==> config.mk <==
export PLATFORM = sky130hd
export DESIGN_NAME = slave_reply_scheduler
export DESIGN_NICKNAME = d
export VERILOG_FILES = /design/src/rtl/slave_reply_scheduler.sv
export SDC_FILE = /design/constraint.sdc
export NUM_CORES = 1
export LEC_CHECK = 0
export CORE_MARGIN = 3
export CORE_UTILIZATION = 25
export CTS_CLUSTER_SIZE = 12
export DETAILED_ROUTE_END_ITERATION = 10
export SYNTH_ARGS = -nofsm -noshare
export SYNTH_HDL_FRONTEND = slang
export SYNTH_SLANG_ARGS = --single-unit
==> constraint.sdc <==
create_clock -name clk -period 5.88 [get_ports clk]
set_clock_uncertainty 0.15 [all_clocks]
set_input_delay 1.764 -clock clk [delete_from_list [all_inputs] [get_ports clk]]
set_output_delay 1.764 -clock clk [all_outputs]
set_load 0.01 [all_outputs]
==> src/rtl/slave_reply_scheduler.sv <==
// Round-robin request arbiter with credit limiting against a fixed-depth dest-tag queue.
// Forwards the winning request to the slave and pushes its return routing for the reply path.
module slave_reply_scheduler #(
  parameter int unsigned N_REQ            = 4,
  parameter int unsigned DATA_WIDTH       = 32,
  parameter int unsigned ADDRESS_WIDTH    = 4,
  parameter int unsigned VC_ADDRESS_WIDTH = 1,
  parameter int unsigned TAG_WIDTH        = 8,
  parameter int unsigned MAX_OUTSTANDING  = 12
) (
  input  logic                                   clk,
  input  logic                                   rst,
  input  logic [N_REQ-1:0]                       i_req_valid,
  output logic [N_REQ-1:0]                       i_req_ready,
  input  logic [N_REQ*DATA_WIDTH-1:0]            i_req_data,
  input  logic [N_REQ*ADDRESS_WIDTH-1:0]         i_req_dst,
  input  logic [N_REQ*VC_ADDRESS_WIDTH-1:0]      i_req_vc,
  input  logic [N_REQ*TAG_WIDTH-1:0]             i_req_tag,
  output logic                                   o_slv_valid,
  output logic [DATA_WIDTH-1:0]                  o_slv_data,
  output logic                                   o_tq_push,
  output logic [ADDRESS_WIDTH-1:0]               o_tq_dst,
  output logic [VC_ADDRESS_WIDTH-1:0]            o_tq_vc,
  output logic [TAG_WIDTH-1:0]                   o_tq_tag,
  input  logic                                   i_slv_reply_valid,
  output logic                                   o_tq_pop,
  input  logic                                   i_flush,
  output logic                                   o_flush_done,
  output logic [$clog2(MAX_OUTSTANDING+1)-1:0]   o_outstanding,
  output logic                                   o_err_underflow
);

  localparam int unsigned PTR_W = (N_REQ > 1) ? $clog2(N_REQ) : 1;
  localparam int unsigned CNT_W = $clog2(MAX_OUTSTANDING + 1);

  typedef enum logic [0:0] {StRun, StDrain} state_t;

  state_t             r_state;
  logic [PTR_W-1:0]   r_rr_ptr;
  logic [CNT_W-1:0]   r_outstanding;

  logic                        w_can_grant;
  logic                        w_found;
  logic [PTR_W-1:0]            w_idx;
  logic                        w_accept;
  logic [DATA_WIDTH-1:0]       w_data;
  logic [ADDRESS_WIDTH-1:0]    w_dst;
  logic [VC_ADDRESS_WIDTH-1:0] w_vc;
  logic [TAG_WIDTH-1:0]        w_tag;

  assign w_can_grant   = (r_state == StRun) && (r_outstanding < CNT_W'(MAX_OUTSTANDING));
  assign o_tq_pop      = i_slv_reply_valid && (r_outstanding != '0);
  assign o_outstanding = r_outstanding;

  // Two passes: requesters at or above the pointer first, then the wrapped-around remainder.
  always_comb begin
    w_found = 1'b0;
    w_idx   = '0;
    for (int k = 0; k < int'(N_REQ); k++) begin
      if (!w_found && (PTR_W'(k) >= r_rr_ptr) && i_req_valid[k]) begin
        w_found = 1'b1;
        w_idx   = PTR_W'(k);
      end
    end
    for (int k = 0; k < int'(N_REQ); k++) begin
      if (!w_found && i_req_valid[k]) begin
        w_found = 1'b1;
        w_idx   = PTR_W'(k);
      end
    end
  end

  always_comb begin
    i_req_ready = '0;
    w_data      = '0;
    w_dst       = '0;
    w_vc        = '0;
    w_tag       = '0;
    for (int k = 0; k < int'(N_REQ); k++) begin
      if (w_idx == PTR_W'(k)) begin
        i_req_ready[k] = w_can_grant && w_found;
        w_data = i_req_data[k*DATA_WIDTH +: DATA_WIDTH];
        w_dst  = i_req_dst[k*ADDRESS_WIDTH +: ADDRESS_WIDTH];
        w_vc   = i_req_vc[k*VC_ADDRESS_WIDTH +: VC_ADDRESS_WIDTH];
        w_tag  = i_req_tag[k*TAG_WIDTH +: TAG_WIDTH];
      end
    end
  end

  assign w_accept = |(i_req_valid & i_req_ready);

  always_ff @(posedge clk or negedge rst) begin
    if (!rst) begin
      r_state         <= StRun;
      r_rr_ptr        <= '0;
      r_outstanding   <= '0;
      o_slv_valid     <= 1'b0;
      o_slv_data      <= '0;
      o_tq_push       <= 1'b0;
      o_tq_dst        <= '0;
      o_tq_vc         <= '0;
      o_tq_tag        <= '0;
      o_flush_done    <= 1'b0;
      o_err_underflow <= 1'b0;
    end else begin
      o_slv_valid  <= w_accept;
      o_tq_push    <= w_accept;
      o_flush_done <= 1'b0;
      if (w_accept) begin
        o_slv_data <= w_data;
        o_tq_dst   <= w_dst;
        o_tq_vc    <= w_vc;
        o_tq_tag   <= w_tag;
        r_rr_ptr   <= (w_idx == PTR_W'(N_REQ - 1)) ? '0 : w_idx + 1'b1;
      end

      unique case ({w_accept, o_tq_pop})
        2'b10:   r_outstanding <= r_outstanding + 1'b1;
        2'b01:   r_outstanding <= r_outstanding - 1'b1;
        default: r_outstanding <= r_outstanding;
      endcase

      if (i_slv_reply_valid && (r_outstanding == '0)) begin
        o_err_underflow <= 1'b1;
      end

      // Drain completes only once the last forwarded request has also left the output stage.
      unique case (r_state)
        StRun: begin
          if (i_flush) r_state <= StDrain;
        end
        StDrain: begin
          if ((r_outstanding == '0) && !o_slv_valid) begin
            r_state      <= StRun;
            o_flush_done <= 1'b1;
          end
        end
        default: r_state <= StRun;
      endcase
    end
  end

endmodule

==> results.txt, run 1 <==
The flow ran to the end, and the final reports show no timing, DRC or antenna violations. Buffers added to address setup during post-CTS repair amount to 0. Buffers inserted to repair hold after CTS numbered 0. Dividing the detail-routed wire length by the instance count gives 16.3 um.

The share of synthesized area in the top cell type comes to 40.0%. The antenna cell count was 0. After layout, the design draws a total of 2360 uW.

Combinational logic is responsible for 60.7% of the overall power. The clock passes through at most 2 buffers. Largest net degree at the start of global routing: 95. After layout, the minimum clock period comes to 5.76 ns. The final routed DRC violation total came out at 0. The worst setup path is captured at an output pin. 246 I/O pins were placed. The first detailed-routing pass took 4 iterations. For the worst setup path, the data required time is 3.97 ns.

Per report_power, the sequential group accounts for 27.4% of the total. Of the total power, the clock network draws 11.9%. The internal power consumption is 1390 uW. Along the worst path, the maximum fanout reaches 6.

The horizontal die dimension is 123 um. The run gives 174 MHz as the fmax. The synthesis-to-finish area growth came out at 77.8%. The clock tree synthesis step divided the H-tree into 2 levels.

The final route contains 3948 vias. VDD sags by at most 0.000168 V. The summed negative setup slack over all endpoints was 0 ns; the mapped cell area was 3440 um2. Proportion of synthesized chip area in sequential cells: 40.0%.

The number of distinct standard cells referenced by the synthesized netlist is 35, and the number of nets in the finished design is 835. Clock tree synthesis inserted a total of 5 buffers. The number of global-route vias before repair is 3875.

After filler insertion, the fill cell instance count of the layout stands at 1334. The detailed router's first-iteration violation count was 125; the number of setup violations in the final report was 0. TritonCTS built the clock tree.

The top cell types in the final layout, fill and taps aside, are clkdlybuf4s50_1, nand2_1, dfrtp_1. STA classifies the critical path startpoint as an input pin. The run gives 0 as the number of antenna violations at the first check in global routing. The relative slew slack came out at 35.0%.

The run gives 55 as the CTS sink count. The tools report the post-synthesis net count as 614. The overall routed net length is 13300 um. The analysis attributes to net switching a power of 972 uW. Pin slew with the least headroom to its limit: 0.976 ns. The site row count was 42. Setup slack on the worst reg-to-reg path comes out at 2.11 ns.

During synthesis, Yosys emitted a total of 0 warnings. Clock tree synthesis selected as its root buffer the cell clkbuf_16. In the synthesized netlist, the number of instances is 418. The first global-routing pass estimated 19600 um of wire. In this run the mean area of a mapped cell was 8.24 um2. Die height: 123 um. The worst path uses 97.9% of the clock period.

The number of routed nets with antenna violations is 0, and the per-cell via count in the routed design is 4.85. Area of the placeable core: 13300 um2. HPWL after detailed placement: 9800 um. Max-cap violations in this run came to 0. Number of instances resized during post-cts repair: 0.

Leaving out fill and tap cells, the most frequent cell in the layout is clkdlybuf4s50_1. For the total count of hold-check failures in the final report, the log shows 0. The number of max-slew violations in the final report is 0. Setup repair after global routing left no endpoint under its margin. During placement, the flow inserted port buffers numbering 245. The cell leakage power came out at 0.00248 uW. The critical path in this run is classified as input pin to output pin. The clock transition time at the flip-flop clock pins of the worst setup and hold paths is 0.07 ns, and the placer's final routability congestion estimate is 0.844. In this run the worst hold path is classified as register to register.

In this run switching power makes up 41.2% of total power. The total power density per cell area works out to 385 nW/um2. Synthesis inferred 55 register bits. The starting utilization of the core area came out at 25.8%. Sorting the synthesized cells by area gives the leading types as dfrtp_1, nand2_1, o31ai_1. Of the cells placed in the final design, the portion with a size suffix greater than 1 is 3.45%. For the worst setup path, the data arrival time is 3.84 ns. For the remaining global-route overflow, the log shows 0. The tools report the insertion delay of the later-clocked pin in the worst-skew pair as 0.29 ns.

dfrtp_1 takes more of the synthesized area than any other cell. The die covers 15200 um2. The total track usage is 16.4%.
==> cell type report <==
type	instances	area, um2	share of cell area (%)
tap	176	220	3.60
sequential	55	1380	22.5
multi-input combinational	314	1850	30.3
inverter	10	37.5	0.613
clock buffer	6	129	2.10
timing repair buffer	253	2510	40.9
==> critical path: stages <==
cell and delay [ns]:
clkdlybuf4s50_1 0.56, nand2b_1 0.13, a21oi_1 0.06, a211oi_1 0.24, buf_4 0.19, inv_1 0.06
ha_1 0.20, and3_1 0.14, clkdlybuf4s50_1 0.49
==> cells in the mapped netlist <==
master	count
o31ai_1	45
xor2_1	2
or2_2	1
ha_1	7
nand2_1	90
o211ai_2	1
or4_4	1
a211oi_1	42
clkbuf_1	24
nand3_1	1
nor3_1	1
o21ai_0	2
a21o_1	2
mux2_2	1
and3b_1	1
o22a_1	1
xnor2_1	1
a221oi_1	4
buf_1	1
nor2b_1	3
o21ai_1	1
inv_2	1
buf_6	6
fa_1	1
and3_1	5
a22o_1	2
nor4_1	1
nor2_1	44
a21oi_1	7
nand2b_1	2
buf_2	7
dfrtp_1	55
buf_4	1
inv_1	9
o22ai_1	45
==> power by group through the flow <==
stage / Combinational [uW] / Sequential (uW) / Clock, uW
after detailed placement: 1450 / 654 / 0
after floorplan: 730 / 712 / 0
after global routing: 1570 / 671 / 312
after global placement: 1440 / 645 / 0
after CTS: 1450 / 648 / 299
final: 1430 / 646 / 282
==> routing by layer <==
metal  share of wire [%]  wire (um)  GRT usage (%)  vias up
met5                   0          0              0        -
met4                0.77        102           3.67        0
met3                  11       1420           5.44        5
met2                  48       6430           29.2      187
met1                  40       5350           19.0     1783
li1                    -          -              -     1973
==> stage by stage <==
stage	hold WS [ns]	worst slack [ns]	cells	util (%)	cell area, um2
after floorplan	0.329	0.634	418	-	3440
after global placement	0.290	0.140	808	44.9	5990
after detailed placement	0.298	0.112	808	44.9	5990
after CTS	0.313	0.109	814	45.9	6120
after global routing	0.329	0.0185	814	45.9	6120
final	0.311	0.123	814	45.9	6120
==> flip-flops by register name (all words and copies together) (netlist names) <==
name / cells
o_outstanding: 4
r_rr_ptr: 2
o_tq_tag: 8
o_tq_dst: 4
o_err_underflow: 1
r_state: 1
o_tq_push: 1
o_flush_done: 1
o_slv_data: 32
o_tq_vc: 1
==> final timing paths <==
path / end / depth (start not counted) / start
worst max-delay path: i_req_ready[2] / 9 / i_req_valid[1]
worst min-delay path: o_err_underflow$_DFFE_PN0P_ / 1 / o_err_underflow$_DFFE_PN0P_
worst max register to register: o_outstanding[3]$_DFFE_PN0P_ / 14 / r_rr_ptr[0]$_DFFE_PN0P_
worst min register to register: o_err_underflow$_DFFE_PN0P_ / 1 / o_err_underflow$_DFFE_PN0P_
max in group asynchronous: o_tq_tag[2]$_DFFE_PN0P_ / 2 / rst
min in group asynchronous: o_slv_data[22]$_DFFE_PN0P_ / 2 / rst
==> kinds of logic after synthesis <==
logic type,Yosys count,synth area share (%)
AOI/OAI and AO/OA,152,31.2
xor gates and xnor gates,3,0.763
adders and majority gates,8,3.12
buffers and inverters,49,7.01
DFF,55,40.0
muxes,1,0.327
and+or+nand+nor,150,17.7
Power figures use the tool's default switching activity.
==> inputs of run 2 (changes only) <==
--- a/config.mk
+++ b/config.mk
@@ -9,6 +9,8 @@
 export CORE_UTILIZATION = 25
 export CTS_CLUSTER_SIZE = 12
 export DETAILED_ROUTE_END_ITERATION = 10
+export PLACE_DENSITY_LB_ADDON = 0.12
+export RECOVER_POWER = 100
 export SYNTH_ARGS = -nofsm -noshare
 export SYNTH_HDL_FRONTEND = slang
 export SYNTH_SLANG_ARGS = --single-unit
==> results.txt, run 2 (synthesis results as in run 1) <==
Setup violations remaining at the end of the flow were counted as 0. The number of antenna violations at the first check in global routing is 0, and the remaining global-route overflow is 0. The total power density per cell area is 375 nW/um2. Required time at the worst-slack endpoint: 3.97 ns. The cell count along the critical path is 8, and the cell leakage power is 0.00257 uW. The run gives 0 as the number of hold buffers added after cts.

The run gives 42 as the site row count. The post-detailed-route wirelength per cell was 16.5 um. In this run the worst path has a maximum fanout of 6. The die height was 123 um; the placer's final routability congestion estimate was 0.888. The global-route wire length before repair is 20500 um. The slowest stage of the critical path is the clkdlybuf4s50_1 cell.

0 antenna diodes ended up in the layout. The run gives 2 as the number of buffers on the longest clock path. Traced cell by cell, the critical path runs through clkdlybuf4s50_1 -> nand2b_1 -> a21oi_1 -> a211oi_2 -> buf_4 -> ha_1 -> and3_1 -> clkdlybuf4s50_1. The initial utilization of the core area, before any placement, comes to 25.8%. In this run the number of H-tree levels came out at 2.

Number of fill cells: 1345. The total count of hold-check failures in the final report is 0, and the relative slew slack is -110%. Across the VDD grid, the largest voltage drop is 0.000197 V. At the placement stage, the worst setup path has a slack of 0.00207 ns.

In the routed layout, each cell is associated on average with a via count of 4.84. For this block, the routed nets add up to 13400 um of wire. The number of flip-flops under the largest register name was 32; the horizontal die dimension was 123 um. From synthesis to final layout, the design area changed by 77.7%. The critical path contains buffers and inverters numbering 3 combined. Across all layers, the routed design uses 3949 vias. The type of the worst min-delay path was register to register.

Pin slew with the least headroom to its limit: 3.15 ns. The number of cells on the worst reg-to-reg path is 14. The tree built by TritonCTS fans out to 55 sinks. In the final design database the tool counted 837 nets.

The largest registers in the layout are o_slv_data (32), o_tq_tag (8). The kind of cell with the highest combined delay along the critical path is buffers and inverters. Timing would allow up to 173 MHz. TritonCTS built the clock tree. The part of the cycle the worst path needs is 98.3%. The number of max-slew violations in the final report is 56, and the area of the placeable core is 13300 um2.

The library cell used most frequently in the layout, excluding fill and tap cells, is clkdlybuf4s50_1. After layout, the worst setup slack is 0.0993 ns. In this run the remaining antenna-violating nets after routing total 0.

Delay of the slowest critical-path stage: 0.57 ns. After detailed routing, the number of remaining DRC violations is 0. The final reports fail on max-capacitance violations, max-slew violations. Global routing used 17.2% of the available tracks across all layers. The clock root buffer is clkbuf_16. Clock latency on the worst-skew pair, taken at its later pin, is 0.29 ns.

The tools report the critical path endpoint category as an output pin. The logs give 129 for the detailed router's first-iteration violation count and 1 for the count of maximum capacitance violations. The count of buffers added on input and output ports is 245. Setup repair after global routing left no endpoint under its margin. Setup total negative slack on the finished layout was measured at 0 ns. The instance count along the most critical hold path came out at 1. Number of buffers added for setup after CTS: 0. For the worst setup path, the data arrival time is 3.87 ns.

The largest register by flop count was o_slv_data. Counting the buffers created by CTS gives 5. The run finished, with violations left. Entering global routing, the biggest net connects 95 pins. The first detailed-routing pass ran for 4 iterations. The HPWL after detailed placement is 10000 um. Path type of the worst setup path: input pin to output pin.

The tools report the die outline area as 15200 um2. The clock transition time at the flip-flop clock pins of the worst setup and hold paths was 0.07 ns. Leaving out fill and tap cells, the most frequent cells in the layout are clkdlybuf4s50_1, nand2_1, dlygate4sd3_1. The proportion of layout cells with a drive suffix above 1 came out at 3.59%. Cell with the most instances on the worst path: clkdlybuf4s50_1. In this run the count of I/O pins placed on the die edge is 246. The smallest clock period supported by the final layout is computed as 5.78 ns. The number of global-route vias before repair is 4021. STA classifies the critical path startpoint as an input pin.
[run 2: changes by cell type in the layout (fill, tap and decap cells not counted)]
cell	delta
o211ai_1	+1
clkbuf_1	+2
o211ai_4	-1
clkbuf_4	+1
clkdlybuf4s50_1	-57
a211oi_1	-1
a211oi_2	+1
dlygate4sd3_1	+56
[run 2: repair_timing]
item,in CTS,in global routing
pin swaps,0,0
setup endpoints to repair,1,1
gates cloned,0,0
resized for setup,1,1
[run 2: report_power, final]
group | internal [uW] | switching [uW] | total, uW
registers | 542 | 93.2 | 635
logic | 638 | 737 | 1370
clock network | 154 | 133 | 287
[run 2: final timing paths]
kind	startpoint	slack [ns]	to
setup reg to reg	r_rr_ptr[0]$_DFFE_PN0P_	2.21	o_outstanding[3]$_DFFE_PN0P_
hold reg to reg	o_err_underflow$_DFFE_PN0P_	0.30	o_err_underflow$_DFFE_PN0P_
min in group asynchronous	rst	2.45	o_slv_data[17]$_DFFE_PN0P_
setup / recovery	i_req_valid[1]	0.1	i_req_ready[3]
max in group asynchronous	rst	1.35	o_slv_data[9]$_DFFE_PN0P_
hold / removal	o_err_underflow$_DFFE_PN0P_	0.30	o_err_underflow$_DFFE_PN0P_
[run 2: metrics by stage]
stage / utilization (%) / power [uW] / cells / hold slack, ns / instance area (um2)
2_1_floorplan: - / 1440 / 418 / 0.329 / 3440
3_3_place_gp: 45.0 / 2090 / 810 / 0.289 / 6010
3_5_place_dp: 45.0 / 2120 / 810 / 0.299 / 6010
4_1_cts: 46.0 / 2420 / 816 / 0.315 / 6140
5_1_grt: 45.8 / 2520 / 816 / 0.348 / 6120
6_report: 45.8 / 2300 / 816 / 0.300 / 6120
[run 2: area by class of cell]
cell class	instances	area (um2)	area share [%]
multi-input cells	314	1840	30.1
inverters	10	37.5	0.613
repair buffers	255	2510	41.1
flip-flops and latches	55	1380	22.5
well taps	176	220	3.60
clock buffers	6	129	2.11
[run 2: routing by layer]
metal	up-vias	global-route usage (%)	share of wire (%)
met5	-	0	0
met2	189	29.2	47
li1	1982	-	-
met3	12	6.91	12
met4	0	4.29	1.3
met1	1766	20.2	39
